<file path="src/rtl/pipe_sim_pkg.sv">
// Shared definitions for the run/dump controller: FSM state encoding and
// default parameter values used by the controller and its beat register.
package pipe_sim_pkg;

  typedef enum logic [1:0] {
    ST_IDLE = 2'd0,
    ST_RUN  = 2'd1,
    ST_DUMP = 2'd2,
    ST_DONE = 2'd3
  } state_e;

  localparam int DEF_DATA_W    = 32;
  localparam int DEF_NUM_REGS  = 16;
  localparam int DEF_ADDR_W    = 5;
  localparam int DEF_END_COUNT = 100;
  localparam int DEF_CNT_W     = 16;

endpackage : pipe_sim_pkg

</file>
<file path="src/rtl/dump_beat_reg.sv">
// Single-entry output register for the register dump stream: loads a new
// beat when empty or when the current beat is accepted, otherwise holds.
module dump_beat_reg #(
  parameter int DATA_W = 32,
  parameter int ADDR_W = 5
) (
  input  logic              clk_i,
  input  logic              rst_i,
  input  logic              load_i,
  input  logic              ready_i,
  input  logic [ADDR_W-1:0] idx_i,
  input  logic [DATA_W-1:0] data_i,
  output logic              valid_o,
  output logic [ADDR_W-1:0] idx_o,
  output logic [DATA_W-1:0] data_o
);

  logic              valid_q;
  logic [ADDR_W-1:0] idx_q;
  logic [DATA_W-1:0] data_q;

  // NOTE: sequential state uses non-blocking assignments only, so every
  // register samples pre-edge values regardless of statement order.
  always_ff @(posedge clk_i or negedge rst_i) begin
    if (!rst_i) begin
      // NOTE: the payload is reset as well as valid because the dump
      // outputs must read zero immediately on reset, not just be ignored.
      valid_q <= 1'b0;
      idx_q   <= '0;
      data_q  <= '0;
    end else if (load_i) begin
      valid_q <= 1'b1;
      idx_q   <= idx_i;
      data_q  <= data_i;
    end else if (valid_q && ready_i) begin
      valid_q <= 1'b0;
    end
  end

  assign valid_o = valid_q;
  assign idx_o   = idx_q;
  assign data_o  = data_q;

endmodule : dump_beat_reg

</file>
<file path="src/rtl/run_dump_ctrl.sv">
// Runs a CPU for up to END_COUNT cycles (or until halt), then freezes it and
// streams its register file out as NUM_REGS valid/ready beats.
module run_dump_ctrl
  import pipe_sim_pkg::*;
#(
  parameter int DATA_W    = DEF_DATA_W,
  parameter int NUM_REGS  = DEF_NUM_REGS,
  parameter int ADDR_W    = DEF_ADDR_W,
  parameter int END_COUNT = DEF_END_COUNT,
  parameter int CNT_W     = DEF_CNT_W
) (
  input  logic              clk_i,
  input  logic              rst_i,
  input  logic              start_i,
  input  logic              halt_i,
  output logic              cpu_rst_o,
  output logic              cpu_en_o,
  output logic [ADDR_W-1:0] rf_addr_o,
  input  logic [DATA_W-1:0] rf_data_i,
  output logic              dump_valid_o,
  input  logic              dump_ready_i,
  output logic [ADDR_W-1:0] dump_idx_o,
  output logic [DATA_W-1:0] dump_data_o,
  output logic [CNT_W-1:0]  cycle_cnt_o,
  output logic              timeout_o,
  output logic              done_o
);

  // One extra bit so the load index can reach NUM_REGS == 2**ADDR_W.
  localparam int               IDX_W    = ADDR_W + 1;
  localparam logic [IDX_W-1:0] LD_END   = IDX_W'(NUM_REGS);
  localparam logic [CNT_W-1:0] CNT_LAST = CNT_W'(END_COUNT - 1);

  state_e           state_q;
  logic             cpu_rst_q;
  logic             cpu_en_q;
  logic             timeout_q;
  logic             done_q;
  logic [CNT_W-1:0] cnt_q;
  logic [IDX_W-1:0] ld_idx_q;

  logic in_dump;
  logic ld_exhausted;
  logic beat_accept;
  logic load_en;

  assign in_dump      = (state_q == ST_DUMP);
  assign ld_exhausted = (ld_idx_q == LD_END);
  assign beat_accept  = dump_valid_o && dump_ready_i;
  assign load_en      = in_dump && !ld_exhausted && (!dump_valid_o || dump_ready_i);
  assign rf_addr_o    = in_dump ? ld_idx_q[ADDR_W-1:0] : '0;

  always_ff @(posedge clk_i or negedge rst_i) begin
    if (!rst_i) begin
      state_q   <= ST_IDLE;
      cpu_rst_q <= 1'b0;
      cpu_en_q  <= 1'b0;
      timeout_q <= 1'b0;
      done_q    <= 1'b0;
      cnt_q     <= '0;
      ld_idx_q  <= '0;
    end else begin
      unique case (state_q)
        ST_IDLE, ST_DONE: begin
          if (start_i) begin
            state_q   <= ST_RUN;
            cpu_rst_q <= 1'b1;
            cpu_en_q  <= 1'b1;
            cnt_q     <= '0;
            timeout_q <= 1'b0;
            done_q    <= 1'b0;
          end
        end
        ST_RUN: begin
          if (halt_i || (cnt_q == CNT_LAST)) begin
            // Halt takes priority, so a halt on the limit cycle is not a timeout.
            state_q   <= ST_DUMP;
            cpu_en_q  <= 1'b0;
            timeout_q <= !halt_i;
            ld_idx_q  <= '0;
          end else if (cnt_q != '1) begin
            cnt_q <= cnt_q + CNT_W'(1);
          end
        end
        ST_DUMP: begin
          if (load_en) begin
            ld_idx_q <= ld_idx_q + IDX_W'(1);
          end
          if (ld_exhausted && beat_accept) begin
            state_q <= ST_DONE;
            done_q  <= 1'b1;
          end
        end
        default: state_q <= ST_IDLE;
      endcase
    end
  end

  dump_beat_reg #(
    .DATA_W (DATA_W),
    .ADDR_W (ADDR_W)
  ) u_beat (
    .clk_i   (clk_i),
    .rst_i   (rst_i),
    .load_i  (load_en),
    .ready_i (dump_ready_i),
    .idx_i   (ld_idx_q[ADDR_W-1:0]),
    .data_i  (rf_data_i),
    .valid_o (dump_valid_o),
    .idx_o   (dump_idx_o),
    .data_o  (dump_data_o)
  );

  assign cpu_rst_o   = cpu_rst_q;
  assign cpu_en_o    = cpu_en_q;
  assign cycle_cnt_o = cnt_q;
  assign timeout_o   = timeout_q;
  assign done_o      = done_q;

endmodule : run_dump_ctrl

</file>
<file path="config.mk">
export PLATFORM = sky130hd
export DESIGN_NAME = run_dump_ctrl
export DESIGN_NICKNAME = d
export VERILOG_FILES = /design/src/rtl/pipe_sim_pkg.sv /design/src/rtl/dump_beat_reg.sv /design/src/rtl/run_dump_ctrl.sv
export SDC_FILE = /design/constraint.sdc
export NUM_CORES = 1
export LEC_CHECK = 0
export CAP_MARGIN = 20
export CORE_UTILIZATION = 44
export DETAILED_ROUTE_END_ITERATION = 8
export GPL_ROUTABILITY_DRIVEN = 0
export PLACE_DENSITY = 0.75
export SYNTH_ARGS = -nofsm -noshare
export SYNTH_HDL_FRONTEND = slang
export SYNTH_SLANG_ARGS = --single-unit
</file>
<file path="constraint.sdc">
create_clock -name clk_i -period 4.8 [get_ports clk_i]
set_input_delay 0.96 -clock clk_i [delete_from_list [all_inputs] [get_ports clk_i]]
set_output_delay 0.96 -clock clk_i [all_outputs]
set_load 0.02 [all_outputs]
</file>
==> flow_metrics.env, run 1 <==
export IMPL_status="complete, no violations"
export IMPL_dieWidth_um=90.1
export IMPL_cts_tree="yes"
export IMPL_worstHoldPathCells=1
export IMPL_seq_area_frac_synth=0.484
export IMPL_endpoint_kind="primary output"
export IMPL_synth_area_um2=3410
export IMPL_firstDrtPassIters=4
export IMPL_grt_max_degree=56
export IMPL_detail_route_wl_per_cell_um=15.6
export IMPL_final_nets=514
export IMPL_slew_violations=0
export IMPL_critical_path_cell_chain="inv_1 > ha_1 > inv_1 > nor2_1 > clkdlybuf4s50_1"
export IMPL_start_util=0.463
export IMPL_p_leak_nw=2.06
export IMPL_ioPinCount=100
export IMPL_fp_row_count=31
export IMPL_min_path_type="flip-flop to flip-flop"
export IMPL_grt_usage=0.233
export IMPL_ir_worst_vdd_mv=0.336
export IMPL_ys_flop_type="dfrtp_1"
export IMPL_yosysUniqueCellTypes=52
export IMPL_r2r_end="cycle_cnt_o[3]$_DFFE_PN0P_"
export IMPL_antenna_left=0
export IMPL_cts_sinks=66
export IMPL_syn_inst=376
export IMPL_slowest_delay_ns=0.64
export IMPL_reg2reg_depth=6
export IMPL_synthArstFlopShare=1.00
export IMPL_synth_edf_count=0
export IMPL_via_per_inst=5.66
export IMPL_reg2reg_slack_ns=1.98
export IMPL_maxSlewHeadroom=0.283
export IMPL_vias=3255
export IMPL_crit_top_cell="inv_1"
export IMPL_cp_start_kind="flip-flop"
export IMPL_critPathArrivalTime_ns=2.31
export IMPL_cts_root_buf="clkbuf_8"
export IMPL_drc=0
export IMPL_drive_gt1_frac=0.0546
export IMPL_grt_remaining_overflow=0
export IMPL_die_area_um2=8110
export IMPL_worstMarginPinSlew_ns=1.05
export IMPL_drtIter0Drc=281
export IMPL_clk_path_buf_depth=2
export IMPL_crit_type="flip-flop to primary output"
export IMPL_chipHeight_um=90.1
export IMPL_postPlaceCellArea_um2=4460
export IMPL_n_antenna_cell=0
export IMPL_cap_violations=0
export IMPL_routed_wirelength_um=8970
export IMPL_tns_ns=0
export IMPL_antenna_found_initial=0
export IMPL_cts_made_buffers=9
export IMPL_h_tree_depth=3
export IMPL_critPathSlowestCell="clkdlybuf4s50_1"
export IMPL_cts_setup_buffers=0
export IMPL_worstHoldStart="cpu_rst_o$_DFFE_PN0P_"
export IMPL_cts_hold_buffers=0
export IMPL_regToRegStartpoint="state_q[0]$_DFFE_PN0P_"
export IMPL_cts_resized=0
export IMPL_port_buffers=99
export IMPL_syn_nets=419
export IMPL_fin_skew_ns=0.00623
export IMPL_avgSynthCellArea_um2=9.07
export IMPL_final_hold_viol_count=0
export IMPL_synth_seq_cells=66
export IMPL_grt_pass1_vias=3238
export IMPL_min_to="cpu_rst_o$_DFFE_PN0P_"
export IMPL_synth_warnings=0
export IMPL_period_share=0.681
export IMPL_hpwl_um=6070
export IMPL_setup_violations=0
export IMPL_rsz0062_at_grt="no"
export IMPL_core_um2=7370
export IMPL_clk_insertion_delay_late_ns=0.34
export IMPL_crit_fanout=11
export IMPL_power_density_nw_per_um2=549
export IMPL_postLayoutCellArea_um2=4650
export IMPL_grt_first_pass_wirelength_um=15400
export IMPL_cp_data_required_time_ns=3.84
export IMPL_max_freq_mhz=306
export IMPL_syn2layout_area_growth_pct=36.2
export IMPL_finalCriticalPeriod_ns=3.27
export IMPL_clkTransAtPathRegs_ns=0.07
layer usage:
| metal | wire length [um] | global-route usage | up-vias |
|---|---|---|---|
| li1 | - | - | 1534 |
| met1 | 3920 | 0.299 | 1558 |
| met2 | 4040 | 0.359 | 152 |
| met3 | 919 | 0.0956 | 11 |
| met4 | 98 | 0.0753 | 0 |
| met5 | 0 | 0 | - |
cell families after synthesis:
| group | synth area share |
|---|---|
| and+or+nand+nor | 0.279 |
| AOI/OAI and AO/OA | 0.161 |
| DFF | 0.484 |
| buffers and inverters | 0.0422 |
| adders and majority gates | 0.0220 |
| muxes | 0.0117 |
critical path: cells and delay by family, from the launching register on:
family | cells | cell delay (ns)
adder cells (fa/ha/maj) | 1 | 0.41
flip-flops | 1 | 0.40
AND/OR/NAND/NOR | 1 | 0.20
buffers and inverters | 3 | 0.97
worst max-delay path by stage:
stage / start / endpoint / cells past startpoint
after floorplan: state_q[0]$_DFFE_PN0P_ / rf_addr_o[3] / 5
after global placement: start_i / cycle_cnt_o[1]$_DFFE_PN0P_ / 5
after detailed placement: start_i / cycle_cnt_o[10]$_DFFE_PN0P_ / 5
after CTS: state_q[0]$_DFFE_PN0P_ / rf_addr_o[3] / 5
after global routing: state_q[0]$_DFFE_PN0P_ / rf_addr_o[3] / 5
final: state_q[0]$_DFFE_PN0P_ / rf_addr_o[3] / 5
per-stage QoR:
stage | std cells | setup WS, ns | hold slack (ns) | power [mW] | utilization
floorplan | 376 | 2.47 | 0.519 | 1.59 | -
global placement | 559 | 1.54 | 0.452 | 2.06 | 0.605
detailed placement | 559 | 1.46 | 0.460 | 2.10 | 0.605
CTS | 575 | 1.54 | 0.478 | 2.57 | 0.631
global route | 575 | 1.37 | 0.496 | 2.72 | 0.631
finish | 575 | 1.53 | 0.467 | 2.55 | 0.631
state kept, by name, indices dropped and copies added (netlist names):
| name | count |
|---|---|
| ld_idx_q | 6 |
| u_beat.valid_o | 1 |
| cpu_rst_o | 1 |
| state_q | 2 |
| u_beat.idx_o | 5 |
| cycle_cnt_o | 16 |
| u_beat.data_o | 32 |
| timeout_o | 1 |
| done_o | 1 |
| cpu_en_o | 1 |
cell usage after synthesis, types with 2 or more instances:
master / n / area [um^2]
nand4_1: 8 / 50.1
a41oi_1: 3 / 26.3
o21ai_0: 12 / 60.1
and4_1: 3 / 26.3
inv_1: 12 / 45.0
or4_1: 5 / 37.5
nand2b_1: 9 / 56.3
mux2i_1: 4 / 40.0
and2_1: 3 / 18.8
o211ai_1: 9 / 67.6
and3_1: 4 / 25.0
buf_4: 2 / 15.0
a21oi_1: 4 / 20.0
o211a_1: 2 / 20.0
nor3_1: 8 / 40.0
nor2b_1: 3 / 18.8
nor4_1: 8 / 50.1
o311a_1: 4 / 40.0
a221o_1: 3 / 30.0
nand2_1: 120 / 450
clkbuf_1: 14 / 52.6
dfrtp_1: 66 / 1650
ha_1: 6 / 75.1
buf_6: 2 / 22.5
or3_1: 6 / 37.5
nor2_1: 8 / 30.0
a211o_1: 4 / 35.0
o41ai_1: 2 / 17.5
o221ai_1: 6 / 52.6
nand3_1: 12 / 60.1
o311ai_0: 3 / 26.3
placed cells by master, fill, tap and decap left out, types with 2 or more instances in the layout:
cell	synthesis	routed
nand2_1	120	120
clkinv_2	0	2
or4_1	5	5
a221o_1	3	3
nand2b_1	9	9
nor2b_1	3	3
a21oi_1	4	4
o211a_1	2	2
nor3_1	8	8
and3_1	4	4
o211ai_1	9	9
or3_1	6	6
mux2i_1	4	4
dfrtp_1	66	66
and2_1	3	3
clkbuf_8	0	9
inv_1	12	12
clkdlybuf4s50_1	0	98
nor2_1	8	8
o221ai_1	6	6
clkbuf_1	14	2
and4_1	3	3
a211o_1	4	4
nand3_1	12	12
o21ai_0	12	12
o41ai_1	2	2
buf_4	2	5
nand4_1	8	8
a41oi_1	3	3
o311a_1	4	4
o311ai_0	3	3
nor4_1	8	8
clkinvlp_4	0	2
ha_1	6	6
where the power goes:
| part | switching [mW] | internal [mW] | total, mW |
|---|---|---|---|
| Clock | 0.214 | 0.238 | 0.453 |
| Sequential | 0.125 | 0.741 | 0.865 |
| Combinational | 0.742 | 0.491 | 1.23 |
| Total | 1.08 | 1.47 | 2.55 |
final cells by class:
cell class,instances,area [um^2]
clock buffer,11,131
clock inverter,5,55.1
fill,627,2720
inverter,12,45.0
multi-input combinational,278,1620
sequential,66,1650
tap,99,124
timing repair buffer,104,1020
(Power assumes the default switching activity.)
==> run 2: changes to the inputs <==
==> constraint.sdc (replaced) <==
create_clock -name clk_i -period 3.1 [get_ports clk_i]
set_input_delay 0.62 -clock clk_i [delete_from_list [all_inputs] [get_ports clk_i]]
set_output_delay 0.62 -clock clk_i [all_outputs]
set_load 0.02 [all_outputs]
==> run 2 against run 1 <==
  * Worst hold slack lost 0.15 ns
  * Register-to-register slack got worse by 1.5 ns
  * Critical path depth is the same
  * Largest power group unchanged
==> flow_metrics.env, run 2 (synthesis gave the netlist of run 1 again) <==
export IMPL_ir_worst_vdd_mv=0.564
export IMPL_grt_pass1_vias=3171
export IMPL_grt_max_degree=43
export IMPL_antenna_left=0
export IMPL_drc=0
export IMPL_regToRegStartpoint="cycle_cnt_o[0]$_DFFE_PN0P_"
export IMPL_power_density_nw_per_um2=864
export IMPL_clkTransAtPathRegs_ns=0.08
export IMPL_hpwl_um=6130
export IMPL_dieWidth_um=90.1
export IMPL_reg2reg_depth=5
export IMPL_cp_data_required_time_ns=3.32
export IMPL_clk_path_buf_depth=2
export IMPL_clk_insertion_delay_late_ns=0.34
export IMPL_finalCriticalPeriod_ns=2.63
export IMPL_vias=3217
export IMPL_slowest_delay_ns=1.02
export IMPL_h_tree_depth=3
export IMPL_cts_tree="yes"
export IMPL_critPathSlowestCell="o41ai_4"
export IMPL_rsz0062_at_grt="no"
export IMPL_final_common_cell="nand2_1"
export IMPL_whs_ns=0.317
export IMPL_status="complete, no violations"
export IMPL_grt_usage=0.233
export IMPL_postPlaceCellArea_um2=4500
export IMPL_fp_row_count=31
export IMPL_via_per_inst=5.56
export IMPL_min_path_type="input port to asynchronous set/reset pin"
export IMPL_largest_reg_flops=32
export IMPL_critPathArrivalTime_ns=2.85
export IMPL_cp_depth=5
export IMPL_dp_slack_ns=0.351
export IMPL_slew_violations=0
export IMPL_antenna_found_initial=0
export IMPL_routed_wirelength_um=8910
export IMPL_port_buffers=99
export IMPL_crit_family="compound AO/OA/AOI/OAI gates"
export IMPL_cts_hold_buffers=0
export IMPL_crit_buf_inv=0
export IMPL_fillers=630
export IMPL_cts_sinks=66
export IMPL_n_antenna_cell=0
export IMPL_grt_remaining_overflow=0
export IMPL_final_hold_viol_count=0
export IMPL_ioPinCount=100
export IMPL_crit_type="flip-flop to flip-flop"
export IMPL_cp_start_kind="flip-flop"
export IMPL_period_share=0.847
export IMPL_cts_setup_buffers=0
export IMPL_final_cell_mix="120 x nand2_1, 98 x clkdlybuf4s50_1, 66 x dfrtp_1"
export IMPL_drive_gt1_frac=0.0667
export IMPL_p_leak_nw=2.11
export IMPL_core_um2=7370
export IMPL_cap_violations=0
export IMPL_crit_path_end="cycle_cnt_o[1]$_DFFE_PN0P_"
export IMPL_final_nets=518
export IMPL_critical_path_cell_chain="ha_1 > nand4b_1 > o41ai_4 > nor3_1 > a221o_1"
export IMPL_crit_start="cycle_cnt_o[0]$_DFFE_PN0P_"
export IMPL_max_freq_mhz=381
export IMPL_die_area_um2=8110
export IMPL_postLayoutCellArea_um2=4730
export IMPL_tns_ns=0
export IMPL_drtIter0Drc=159
export IMPL_final_util=0.642
export IMPL_cts_root_buf="clkbuf_8"
export IMPL_worstMarginPinSlew_ns=1.07
export IMPL_setup_violations=0
export IMPL_cts_made_buffers=9
export IMPL_reg2reg_slack_ns=0.47
export IMPL_endpoint_kind="flip-flop"
export IMPL_cts_resized=0
export IMPL_firstDrtPassIters=5
export IMPL_grt_first_pass_wirelength_um=15400
export IMPL_chipHeight_um=90.1
export IMPL_maxSlewHeadroom=0.287
export IMPL_fin_skew_ns=0.00867
export IMPL_fin_ws_ns=0.473
export IMPL_syn2layout_area_growth_pct=38.7
export IMPL_detail_route_wl_per_cell_um=15.4
export IMPL_crit_fanout=22
export IMPL_start_util=0.463
export IMPL_r2r_end="cycle_cnt_o[1]$_DFFE_PN0P_"
run 2: cell types whose count changed in the layout (fill, tap and decap cells not counted):
| cell | before | now |
|---|---|---|
| buf_12 | 0 | 1 |
| bufinv_16 | 1 | 2 |
| clkbuf_8 | 9 | 10 |
| clkinv_2 | 2 | 1 |
| clkbuf_1 | 2 | 0 |
| clkinvlp_4 | 2 | 1 |
| clkinv_4 | 0 | 2 |
| buf_4 | 5 | 8 |
run 2: how the worst min path moves through the flow:
stage | startpoint | end | slack (ns) | cells after the start
2_1_floorplan | rst_i | cpu_en_o$_DFFE_PN0P_ | 0.32 | 0
3_3_place_gp | u_beat.data_o[20]$_DFFE_PN0P_ | u_beat.data_o[20]$_DFFE_PN0P_ | 0.46 | 2
3_5_place_dp | u_beat.data_o[10]$_DFFE_PN0P_ | u_beat.data_o[10]$_DFFE_PN0P_ | 0.46 | 2
4_1_cts | rst_i | u_beat.idx_o[2]$_DFFE_PN0P_ | 0.34 | 1
5_1_grt | rst_i | u_beat.idx_o[2]$_DFFE_PN0P_ | 0.38 | 1
6_report | rst_i | u_beat.idx_o[2]$_DFFE_PN0P_ | 0.32 | 1
run 2: layer usage:
| metal | GRT usage | part of all wire | vias up |
|---|---|---|---|
| met5 | 0 | 0 | - |
| met4 | 0.0820 | 0.017 | 0 |
| met3 | 0.0753 | 0.10 | 18 |
| met2 | 0.357 | 0.45 | 150 |
| met1 | 0.311 | 0.43 | 1509 |
| li1 | - | - | 1540 |
run 2: where the power goes:
| group | total [mW] | internal (mW) | switching (mW) |
|---|---|---|---|
| Clock | 0.825 | 0.476 | 0.349 |
| Sequential | 1.32 | 1.15 | 0.178 |
| Combinational | 1.94 | 0.782 | 1.16 |
| Total | 4.09 | 2.41 | 1.68 |
run 2: worst reg2reg max path, cell delays in order, from the launching register on:
cell and delay, ns:
dfrtp_1 0.45, ha_1 0.34, nand4b_1 0.26, o41ai_4 1.02, nor3_1 0.14, a221o_1 0.30
run 2: metrics by stage:
step | power, mW | std cells
6_report | 4.09 | 579
5_1_grt | 4.37 | 579
4_1_cts | 4.12 | 579
3_5_place_dp | 3.27 | 563
3_3_place_gp | 3.22 | 563
2_1_floorplan | 2.46 | 376
run 2: final cells by class:
type                       count  area, um^2  share of cell area
clock inverter                 6        90.1              0.0190
inverter                      12        45.0             0.00952
multi-input combinational    278        1620               0.342
sequential                    66        1650               0.349
clock buffer                  10         138              0.0291
timing repair buffer         108        1070               0.225
tap                           99         124              0.0262
==> run 3: changes to the inputs <==
--- a/config.mk
+++ b/config.mk
@@ -6,10 +6,10 @@
 export NUM_CORES = 1
 export LEC_CHECK = 0
 export CAP_MARGIN = 20
-export CORE_UTILIZATION = 44
+export CORE_UTILIZATION = 43
 export DETAILED_ROUTE_END_ITERATION = 8
 export GPL_ROUTABILITY_DRIVEN = 0
-export PLACE_DENSITY = 0.75
+export PLACE_DENSITY = 0.77
 export SYNTH_ARGS = -nofsm -noshare
 export SYNTH_HDL_FRONTEND = slang
 export SYNTH_SLANG_ARGS = --single-unit
==> constraint.sdc (replaced) <==
create_clock -name clk_i -period 2.4 [get_ports clk_i]
set_input_delay 0.48 -clock clk_i [delete_from_list [all_inputs] [get_ports clk_i]]
set_output_delay 0.48 -clock clk_i [all_outputs]
set_load 0.02 [all_outputs]
==> run 3 against run 2 <==
  * Non-clock buffer count up 24
  * Clock skew grew 0.0059 ns
  * Final area is 4.8% higher
  * Sequential cell count did not move
  * Combinational power increased by 40%
  * Die area rose by 2.3%
  * Sequential power increased by 29%
  * Routed wire length is 6.3% higher
  * Worst setup slack got worse by 0.36 ns
  * Via count is 6.7% higher
  * Worst hold slack worse by 0.18 ns
  * Core utilization is 0.32 points higher
  * Highest routed layer unchanged
==> flow_metrics.env, run 3 (synthesis gave the netlist of run 1 again) <==
export IMPL_rsz0062_at_grt="no"
export IMPL_antenna_left=0
export IMPL_slew_violations=0
export IMPL_largest_reg_flops=32
export IMPL_fin_skew_ns=0.0146
export IMPL_power_density_nw_per_um2=1100
export IMPL_period_share=0.954
export IMPL_endpoint_kind="flip-flop"
export IMPL_chipHeight_um=91.1
export IMPL_critical_path_cell_chain="ha_1 > buf_4 > and4_1 > a41oi_1 > buf_4 > nand2_1 > a221o_1"
export IMPL_grt_pass1_vias=3335
export IMPL_drc=0
export IMPL_cts_sinks=66
export IMPL_maxSlewHeadroom=0.527
export IMPL_firstDrtPassIters=5
export IMPL_clk_path_buf_depth=2
export IMPL_hpwl_um=6680
export IMPL_cp_data_required_time_ns=2.62
export IMPL_setup_violations=0
export IMPL_h_tree_depth=3
export IMPL_start_util=0.444
export IMPL_vias=3433
export IMPL_grt_first_pass_wirelength_um=16200
export IMPL_grt_remaining_overflow=0
export IMPL_cts_root_buf="clkbuf_8"
export IMPL_min_path_type="input port to asynchronous set/reset pin"
export IMPL_slowest_delay_ns=0.42
export IMPL_crit_type="flip-flop to flip-flop"
export IMPL_fp_row_count=32
export IMPL_cts_setup_buffers=0
export IMPL_final_common_cell="nand2_1"
export IMPL_clkTransAtPathRegs_ns=0.07
export IMPL_finalCriticalPeriod_ns=2.29
export IMPL_ioPinCount=100
export IMPL_crit_fanout=7
export IMPL_crit_buf_inv=2
export IMPL_final_nets=543
export IMPL_status="complete, no violations"
export IMPL_critPathSlowestCell="a41oi_1"
export IMPL_routed_wirelength_um=9460
export IMPL_p_leak_nw=2.29
export IMPL_finalPower_mw=5.45
export IMPL_worstMarginPinSlew_ns=0.704
export IMPL_whs_ns=0.136
export IMPL_clk_insertion_delay_late_ns=0.34
export IMPL_max_freq_mhz=437
export IMPL_cp_start_kind="flip-flop"
export IMPL_ir_worst_vdd_mv=0.739
export IMPL_port_buffers=99
export IMPL_critPathArrivalTime_ns=2.50
export IMPL_cap_violations=0
export IMPL_drive_gt1_frac=0.113
export IMPL_detail_route_wl_per_cell_um=15.6
export IMPL_grt_max_degree=67
export IMPL_crit_family="compound AO/OA/AOI/OAI gates"
export IMPL_final_hold_viol_count=0
export IMPL_die_area_um2=8300
export IMPL_cts_tree="yes"
export IMPL_drtIter0Drc=277
export IMPL_crit_top_cell="buf_4"
export IMPL_grt_usage=0.244
export IMPL_syn2layout_area_growth_pct=45.4
export IMPL_via_per_inst=5.66
export IMPL_core_um2=7690
export IMPL_n_antenna_cell=0
export IMPL_antenna_found_initial=0
export IMPL_final_cell_mix="120 x nand2_1, 93 x clkdlybuf4s50_1, 66 x dfrtp_1"
export IMPL_cts_made_buffers=9
export IMPL_dieWidth_um=91.1
export IMPL_cts_hold_buffers=0
[run 3: cell type report]
cell class	instances	area, um^2
Multi-Input combinational cell	279	1650
Fill cell	660	2730
Inverter	12	45.0
Sequential cell	66	1650
Clock inverter	6	90.1
Timing Repair Buffer	132	1270
Clock buffer	10	128
Tap cell	102	128
[run 3: stage by stage]
| step | setup WS (ns) | setup TNS, ns | util | std cells | area (um^2) |
|---|---|---|---|---|---|
| finish | 0.110 | 0 | 0.645 | 607 | 4960 |
| global route | 0.0390 | 0 | 0.645 | 607 | 4960 |
| CTS | 0.0102 | 0 | 0.644 | 607 | 4950 |
| detailed placement | -0.00726 | -0.00726 | 0.613 | 590 | 4710 |
| global placement | 0.0282 | 0 | 0.613 | 590 | 4710 |
| floorplan | 0.229 | 0 | - | 376 | 3410 |
[run 3: worst register-to-register path: stages (launching register included)]
cell     delay (ns)
dfrtp_1        0.40
ha_1           0.23
buf_4          0.16
and4_1         0.24
a41oi_1        0.42
buf_4          0.24
nand2_1        0.12
a221o_1        0.35
[run 3: final timing paths]
check / cells after the start / to / start / slack, ns
min reg2reg: 2 / u_beat.data_o[21]$_DFFE_PN0P_ / u_beat.data_o[21]$_DFFE_PN0P_ / 0.47
max reg2reg: 7 / cycle_cnt_o[1]$_DFFE_PN0P_ / cycle_cnt_o[0]$_DFFE_PN0P_ / 0.11
min in group clk_i: 2 / u_beat.data_o[21]$_DFFE_PN0P_ / u_beat.data_o[21]$_DFFE_PN0P_ / 0.47
min: 2 / timeout_o$_DFFE_PN0P_ / rst_i / 0.14
max: 7 / cycle_cnt_o[1]$_DFFE_PN0P_ / cycle_cnt_o[0]$_DFFE_PN0P_ / 0.11
max in group asynchronous: 2 / u_beat.data_o[11]$_DFFE_PN0P_ / rst_i / 1.94
[run 3: layer usage]
metal	wire (um)	GRT usage
met1	3970	0.320
met2	4270	0.367
met3	1050	0.0955
met4	176	0.0847
met5	0	0
[run 3: timing repair]
action | in CTS | in global routing
pin swaps | 1 | 0
endpoints found under the hold margin | 0 | 0
resized for setup | 4 | 3
cloned | 1 | 0
setup endpoints to repair | 5 | 4
[run 3: power breakdown]
part | total, mW | internal, mW | switching [mW]
Clock | 1.04 | 0.589 | 0.448
Combinational | 2.71 | 1.16 | 1.56
Sequential | 1.70 | 1.48 | 0.221
Total | 5.45 | 3.23 | 2.22
